### src/rtl/ariane_timer_sched_if.sv
// APB master/slave bundle between ariane_timer_sched and the platform timer.
// Carries the compare-register write channel (PADDR/PWDATA/PWRITE/PSEL/PENABLE)
// and the slave response (PREADY/PSLVERR).
interface ariane_timer_sched_if #(
   parameter int unsigned APB_ADDR_WIDTH = 12
);
   logic [APB_ADDR_WIDTH-1:0] PADDR;
   logic [63:0]               PWDATA;
   logic                      PWRITE;
   logic                      PSEL;
   logic                      PENABLE;
   logic                      PREADY;
   logic                      PSLVERR;

   modport master (
      output PADDR,
      output PWDATA,
      output PWRITE,
      output PSEL,
      output PENABLE,
      input  PREADY,
      input  PSLVERR
   );

   modport slave (
      input  PADDR,
      input  PWDATA,
      input  PWRITE,
      input  PSEL,
      input  PENABLE,
      output PREADY,
      output PSLVERR
   );
endinterface

### src/rtl/ariane_timer_sched.sv
// ariane_timer_sched: multiplexes NR_SLOTS one-shot deadlines onto the single
// mtimecmp register of the platform timer. Each armed slot is flagged in
// expired_o once mtime reaches its deadline; the earliest pending deadline (or
// all-ones when nothing is pending) is kept programmed in the timer through an
// APB master port.
// Optional feature macro: TIMER_SCHED_ERR_EN adds err_o/err_clr_i, makes
// PSLVERR sticky-flag an error and forces a retry of the failed write.
module ariane_timer_sched #(
   parameter int unsigned               NR_SLOTS       = 4,
   parameter int unsigned               APB_ADDR_WIDTH = 12,
   parameter logic [APB_ADDR_WIDTH-1:0] CMP_BASE       = 12'h400,
   parameter int unsigned               HART_ID        = 0,
   localparam int unsigned              SLOT_W         = (NR_SLOTS > 1) ? $clog2(NR_SLOTS) : 1
) (
   input  logic                HCLK,
   input  logic                HRESETn,
   input  logic [63:0]         time_i,
   input  logic                arm_valid_i,
   input  logic [SLOT_W-1:0]   arm_slot_i,
   input  logic [63:0]         arm_deadline_i,
   input  logic [NR_SLOTS-1:0] cancel_i,
   output logic [NR_SLOTS-1:0] expired_o,
   input  logic [NR_SLOTS-1:0] expired_ack_i,
`ifdef TIMER_SCHED_ERR_EN
   output logic                err_o,
   input  logic                err_clr_i,
`endif
   ariane_timer_sched_if.master apb
);

   if (NR_SLOTS < 1 || NR_SLOTS > 16) begin : g_bad_nr_slots
      $error("ariane_timer_sched: NR_SLOTS must be within 1..16");
   end

   localparam logic [APB_ADDR_WIDTH-1:0] WR_ADDR =
      CMP_BASE + APB_ADDR_WIDTH'(HART_ID * 8);

   localparam logic [1:0] IDLE   = 2'd0;
   localparam logic [1:0] SETUP  = 2'd1;
   localparam logic [1:0] ACCESS = 2'd2;

   logic [NR_SLOTS-1:0] valid_q;
   logic [63:0]         deadline_q [NR_SLOTS];
   logic [NR_SLOTS-1:0] expired_q;
   logic [NR_SLOTS-1:0] arm_hit;
   logic [NR_SLOTS-1:0] due;
   logic [63:0]         next_cmp;

   logic [1:0]          state_q;
   logic [63:0]         wdata_q;
   logic [63:0]         programmed_q;
   logic                busy;
   logic                write_ok;

   // Decode the arm request per slot and find slots whose deadline has passed.
   always_comb begin
      arm_hit = '0;
      due     = '0;
      for (int unsigned i = 0; i < NR_SLOTS; i++) begin
         arm_hit[i] = arm_valid_i && (arm_slot_i == SLOT_W'(i));
         due[i]     = valid_q[i] && (time_i >= deadline_q[i]);
      end
   end

   // Slot state: arm beats expiry and cancel; expiry set beats acknowledge.
   always_ff @(posedge HCLK or negedge HRESETn) begin
      if (!HRESETn) begin
         valid_q   <= '0;
         expired_q <= '0;
         for (int unsigned i = 0; i < NR_SLOTS; i++) begin
            deadline_q[i] <= '0;
         end
      end else begin
         for (int unsigned i = 0; i < NR_SLOTS; i++) begin
            if (arm_hit[i]) begin
               valid_q[i]    <= 1'b1;
               deadline_q[i] <= arm_deadline_i;
               expired_q[i]  <= 1'b0;
            end else if (due[i]) begin
               valid_q[i]   <= 1'b0;
               expired_q[i] <= 1'b1;
            end else begin
               if (cancel_i[i]) begin
                  valid_q[i] <= 1'b0;
               end
               if (expired_ack_i[i]) begin
                  expired_q[i] <= 1'b0;
               end
            end
         end
      end
   end

   // Earliest pending deadline; strict compare keeps the lowest index on ties.
   always_comb begin
      next_cmp = '1;
      for (int unsigned i = 0; i < NR_SLOTS; i++) begin
         if (valid_q[i] && (deadline_q[i] < next_cmp)) begin
            next_cmp = deadline_q[i];
         end
      end
   end

`ifdef TIMER_SCHED_ERR_EN
   assign write_ok = ~apb.PSLVERR;

   // Sticky error flag; a same-cycle error wins over the clear.
   always_ff @(posedge HCLK or negedge HRESETn) begin
      if (!HRESETn) begin
         err_o <= 1'b0;
      end else if ((state_q == ACCESS) && apb.PREADY && apb.PSLVERR) begin
         err_o <= 1'b1;
      end else if (err_clr_i) begin
         err_o <= 1'b0;
      end
   end
`else
   assign write_ok = 1'b1;
`endif

   // APB write sequencer: launches a write whenever the target differs from
   // the value last committed to the timer; an in-flight write always finishes.
   always_ff @(posedge HCLK or negedge HRESETn) begin
      if (!HRESETn) begin
         state_q      <= IDLE;
         wdata_q      <= '0;
         programmed_q <= '0;
      end else begin
         case (state_q)
            IDLE: begin
               if (next_cmp != programmed_q) begin
                  wdata_q <= next_cmp;
                  state_q <= SETUP;
               end
            end
            SETUP: begin
               state_q <= ACCESS;
            end
            ACCESS: begin
               if (apb.PREADY) begin
                  state_q <= IDLE;
                  if (write_ok) begin
                     programmed_q <= wdata_q;
                  end
               end
            end
            default: begin
               state_q <= IDLE;
            end
         endcase
      end
   end

   assign busy        = (state_q != IDLE);
   assign apb.PSEL    = busy;
   assign apb.PENABLE = (state_q == ACCESS);
   assign apb.PWRITE  = busy;
   assign apb.PADDR   = busy ? WR_ADDR : '0;
   assign apb.PWDATA  = busy ? wdata_q : '0;
   assign expired_o   = expired_q;

endmodule

### src/flat_wrapper.sv
// flat-port wrapper written by rule: the top's interface ports become plain ports
module ariane_timer_sched_flat 
#(
   parameter int unsigned               NR_SLOTS       = 4,
   parameter int unsigned               APB_ADDR_WIDTH = 12,
   parameter logic [APB_ADDR_WIDTH-1:0] CMP_BASE       = 12'h400,
   parameter int unsigned               HART_ID        = 0,
   localparam int unsigned              SLOT_W         = (NR_SLOTS > 1) ? $clog2(NR_SLOTS) : 1
)
  (HCLK, HRESETn, time_i, arm_valid_i, arm_slot_i, arm_deadline_i, cancel_i, expired_o, expired_ack_i, apb_PADDR, apb_PWDATA, apb_PWRITE, apb_PSEL, apb_PENABLE, apb_PREADY, apb_PSLVERR);
  ariane_timer_sched_if #(.APB_ADDR_WIDTH(APB_ADDR_WIDTH)) apb_i ();
  input  logic HCLK;
  input  logic HRESETn;
  input  logic [63:0] time_i;
  input  logic arm_valid_i;
  input  logic [SLOT_W-1:0] arm_slot_i;
  input  logic [63:0] arm_deadline_i;
  input  logic [NR_SLOTS-1:0] cancel_i;
  output logic [NR_SLOTS-1:0] expired_o;
  input  logic [NR_SLOTS-1:0] expired_ack_i;
  output wire logic [$bits(apb_i.PADDR)-1:0] apb_PADDR;
  output wire logic [$bits(apb_i.PWDATA)-1:0] apb_PWDATA;
  output wire logic [$bits(apb_i.PWRITE)-1:0] apb_PWRITE;
  output wire logic [$bits(apb_i.PSEL)-1:0] apb_PSEL;
  output wire logic [$bits(apb_i.PENABLE)-1:0] apb_PENABLE;
  input wire logic [$bits(apb_i.PREADY)-1:0] apb_PREADY;
  input wire logic [$bits(apb_i.PSLVERR)-1:0] apb_PSLVERR;
  assign apb_PADDR = apb_i.PADDR;
  assign apb_PWDATA = apb_i.PWDATA;
  assign apb_PWRITE = apb_i.PWRITE;
  assign apb_PSEL = apb_i.PSEL;
  assign apb_PENABLE = apb_i.PENABLE;
  assign apb_i.PREADY = apb_PREADY;
  assign apb_i.PSLVERR = apb_PSLVERR;
  ariane_timer_sched #(.NR_SLOTS(NR_SLOTS), .APB_ADDR_WIDTH(APB_ADDR_WIDTH), .CMP_BASE(CMP_BASE), .HART_ID(HART_ID)) u_core (.HCLK(HCLK), .HRESETn(HRESETn), .time_i(time_i), .arm_valid_i(arm_valid_i), .arm_slot_i(arm_slot_i), .arm_deadline_i(arm_deadline_i), .cancel_i(cancel_i), .expired_o(expired_o), .expired_ack_i(expired_ack_i), .apb(apb_i));
endmodule
### config.mk
export PLATFORM = sky130hd
export DESIGN_NAME = ariane_timer_sched_flat
export DESIGN_NICKNAME = d
export VERILOG_FILES = /design/src/rtl/ariane_timer_sched_if.sv /design/src/rtl/ariane_timer_sched.sv /design/src/flat_wrapper.sv
export SDC_FILE = /design/constraint.sdc
export NUM_CORES = 2
export LEC_CHECK = 0
export CAP_MARGIN = 20
export CORE_UTILIZATION = 48
export CTS_CLUSTER_SIZE = 14
export DETAILED_ROUTE_END_ITERATION = 16
export PLACE_DENSITY_LB_ADDON = 0.3
export SLEW_MARGIN = 10
export SYNTH_ARGS = -nofsm -noshare
export SYNTH_HDL_FRONTEND = slang
export SYNTH_SLANG_ARGS = --single-unit
### constraint.sdc
create_clock -name HCLK -period 10.8 [get_ports HCLK]
set_input_delay 1.62 -clock HCLK [delete_from_list [all_inputs] [get_ports HCLK]]
set_output_delay 1.62 -clock HCLK [all_outputs]
set_load 0.01 [all_outputs]
==> results_dict.tcl <==
set metrics [dict create \
    multi_input_area_um2 19400 \
    grt_first_pass_wirelength_um 166000 \
    slowest_stage "a2111o_1" \
    crit_fanout 20 \
    h-tree-depth 2 \
    rsz0062_at_grt "true" \
    placed_area_um2 35800 \
    die_area_um2 63000 \
    grt_pass1_vias 27039 \
    end_kind "register" \
    yosys_register_bits 394 \
    met1_usage 0.428 \
    required_ns 11.28 \
    finalSetupViolCount 65 \
    tns_ns -69.19 \
    post-route-period-util 1.10 \
    gr-usage-met3 0.0517 \
    final_cell_area_um2 40000 \
    busiest_layer "met2" \
    synth_flop_cell "dfrtp_1" \
    avgSynthCellArea_um2 9.85 \
    area_growth_pct 34.7 \
    place_hpwl_um 84200 \
    grt_max_degree 138 \
    drive_gt1_frac 0.300 \
    synth_area_leader_cell "dfrtp_1" \
    min_period_ns 11.91 \
    dpl_worst_slack_ns -1.83 \
    powerDensity_nw_per_um2 224 \
    min_path_type "register to register" \
    register_area_um2 9860 \
    status "finished with violations" \
    ant_nets 0 \
    synth_top_area_frac 0.332 \
    fp-row-count 90 \
    final-hold-violation-count 0 \
    relSlewSlack 0.223 \
    synth_commonest_cells "441 x ha_1, 394 x dfrtp_1, 334 x mux2_2, 324 x inv_1, 206 x o21ai_0" \
    worstMarginPinSlew_ns 1.17 \
    drc 0 \
    path_class "register to register" \
    finalWeightedCongestion 0.987 \
    layout_setup_ws_ns -1.11 \
    synth_edf_count 0 \
    path_clk_slew_ns 0.06 \
    ys_types 66 \
    syn_inst 3020 \
    fmax_ghz 0.0839 \
    cts_buffer_depth 3 \
    clock_skew_ns 0.0169 \
    yosysSeqAreaShare 0.332 \
    gr-total-overflow 0 \
    fin_nets 4272 \
    initial_core_util 0.489 \
    dr.pass1.iters 6 \
    netlist_area_um2 29700 \
    worst_path_most_repeated_cell "nand4_1" \
    drv_cap 0 \
    numCtsBuffers 49 \
    die_w_um 251 \
    fillers 4801 \
    clock_latency_ns 0.61 \
    ys_warn_count 0 \
    peakVddDrop_mv 0.143 \
    ys_top_cells_by_area "dfrtp_1 33%, ha_1 19%, mux2_2 13%" \
    tritoncts "yes" \
    wl_um 112000 \
    crit_arrival_ns 12.39 \
    synthArstFlopShare 1.00 \
    p_total_mw 8.99 \
    drv_slew 0 \
    drt_iter0_markers 1940 \
    core_um2 60800 \
    yosysMostFrequentCell "ha_1" \
    avgViaCountPerCell 5.90 \
    port_buffers 213 \
    whs_ns 0.509 \
    root_buffer "clkbuf_16" \
    die_h_um 251 \
    max_stage_delay_ns 0.51 \
    vias 26601 \
    antenna_found_initial 6 \
    setup.worst_path.start_class "register" \
    cts_sinks 394 \
    violations "negative setup slack" \
    post_drt_wl_per_cell_um 24.9 \
    track_usage 0.352 \
    met2_usage 0.594 \
    p_leak_nw 19.6 \
    cts_hold_buf 0 \
    io_pins 226 \
]
flip-flops by register name (all words and copies together), names as in the netlist:
name                 flops
u_core.valid_q           4
u_core.deadline_q      256
u_core.state_q           2
u_core.expired_o         4
u_core.wdata_q          64
u_core.programmed_q     64
cell families (layout without fill, tap and decap cells):
logic type / after synthesis / count (layout) / share of synthesized area
AO/OA/AOI/OAI: 628 / 629 / 0.134
AND/OR/NAND/NOR: 622 / 623 / 0.110
buffers and inverters: 451 / 1144 / 0.0619
multiplexers: 448 / 448 / 0.167
adder cells (fa/ha/maj): 443 / 443 / 0.186
flip-flops: 394 / 394 / 0.332
XOR/XNOR: 33 / 33 / 0.00972
other: 1 / 13 / 0.000126
metrics by stage:
| step | std cells | utilization |
|---|---|---|
| 2_1_floorplan | 3030 | - |
| 3_3_place_gp | 4338 | 0.589 |
| 3_5_place_dp | 4338 | 0.589 |
| 4_1_cts | 4492 | 0.652 |
| 5_1_grt | 4507 | 0.659 |
| 6_report | 4509 | 0.659 |
power breakdown:
| group | switching (mW) | internal, mW |
|---|---|---|
| clock network | 0.708 | 1.12 |
| registers | 0.385 | 1.91 |
| logic | 2.34 | 2.53 |
| total | 3.43 | 5.56 |
layout by cell type, fill, tap and decap left out, types with 45 or more instances in the layout:
master / netlist / layout
a21o_1: 98 / 98
ha_1: 441 / 413
dfrtp_1: 394 / 394
and2_1: 68 / 68
nand2b_1: 45 / 45
a21oi_1: 109 / 105
buf_4: 14 / 446
nor2b_1: 47 / 47
mux2_4: 0 / 63
o21ai_0: 206 / 183
mux2_2: 334 / 303
inv_1: 324 / 321
clkdlybuf4s50_1: 0 / 212
o211ai_1: 133 / 133
nand2_1: 142 / 135
nand4_1: 112 / 112
nor2_1: 116 / 97
clkbuf_16: 0 / 53
final timing paths:
check | from | to | slack (ns) | cells past startpoint
max | u_core.deadline_q[245] | u_core.wdata_q[36] | -1.11 | 53
min | u_core.wdata_q[52] | u_core.wdata_q[52] | 0.51 | 1
max reg2reg | u_core.deadline_q[245] | u_core.wdata_q[36] | -1.11 | 53
min reg2reg | u_core.wdata_q[52] | u_core.wdata_q[52] | 0.51 | 1
max in group asynchronous | HRESETn | u_core.deadline_q[144] | 8.13 | 2
min in group asynchronous | HRESETn | u_core.deadline_q[182] | 1.08 | 1
layout make-up:
class,instances,area share
Antenna cell,2,0.000125
Clock buffer,64,0.0346
Clock inverter,24,0.00922
Inverter,324,0.0304
Multi-Input combinational cell,2187,0.484
Sequential cell,394,0.246
Tap cell,782,0.0244
Timing Repair Buffer,732,0.171
worst max-delay path: cells and delay by family (launching register included):
family | cells | cell delay [ns]
and+or+nand+nor | 21 | 4.11
buffers and inverters | 15 | 2.30
AOI/OAI and AO/OA | 11 | 2.98
DFF | 1 | 0.38
muxes | 3 | 1.04
adders and majority gates | 3 | 0.91
per-layer routing:
| metal | wire (um) | up-vias |
|---|---|---|
| li1 | - | 12249 |
| met1 | 44800 | 13060 |
| met2 | 52900 | 961 |
| met3 | 6540 | 321 |
| met4 | 7740 | 10 |
| met5 | 69 | - |
what timing repair did:
item	4_1_cts	5_1_grt
pin swaps	81	39
resized for setup	255	68
setup endpoints to repair	65	65
cloned	19	3
setup buffers	49	16
No activity file was read; power rests on OpenSTA's default activity.
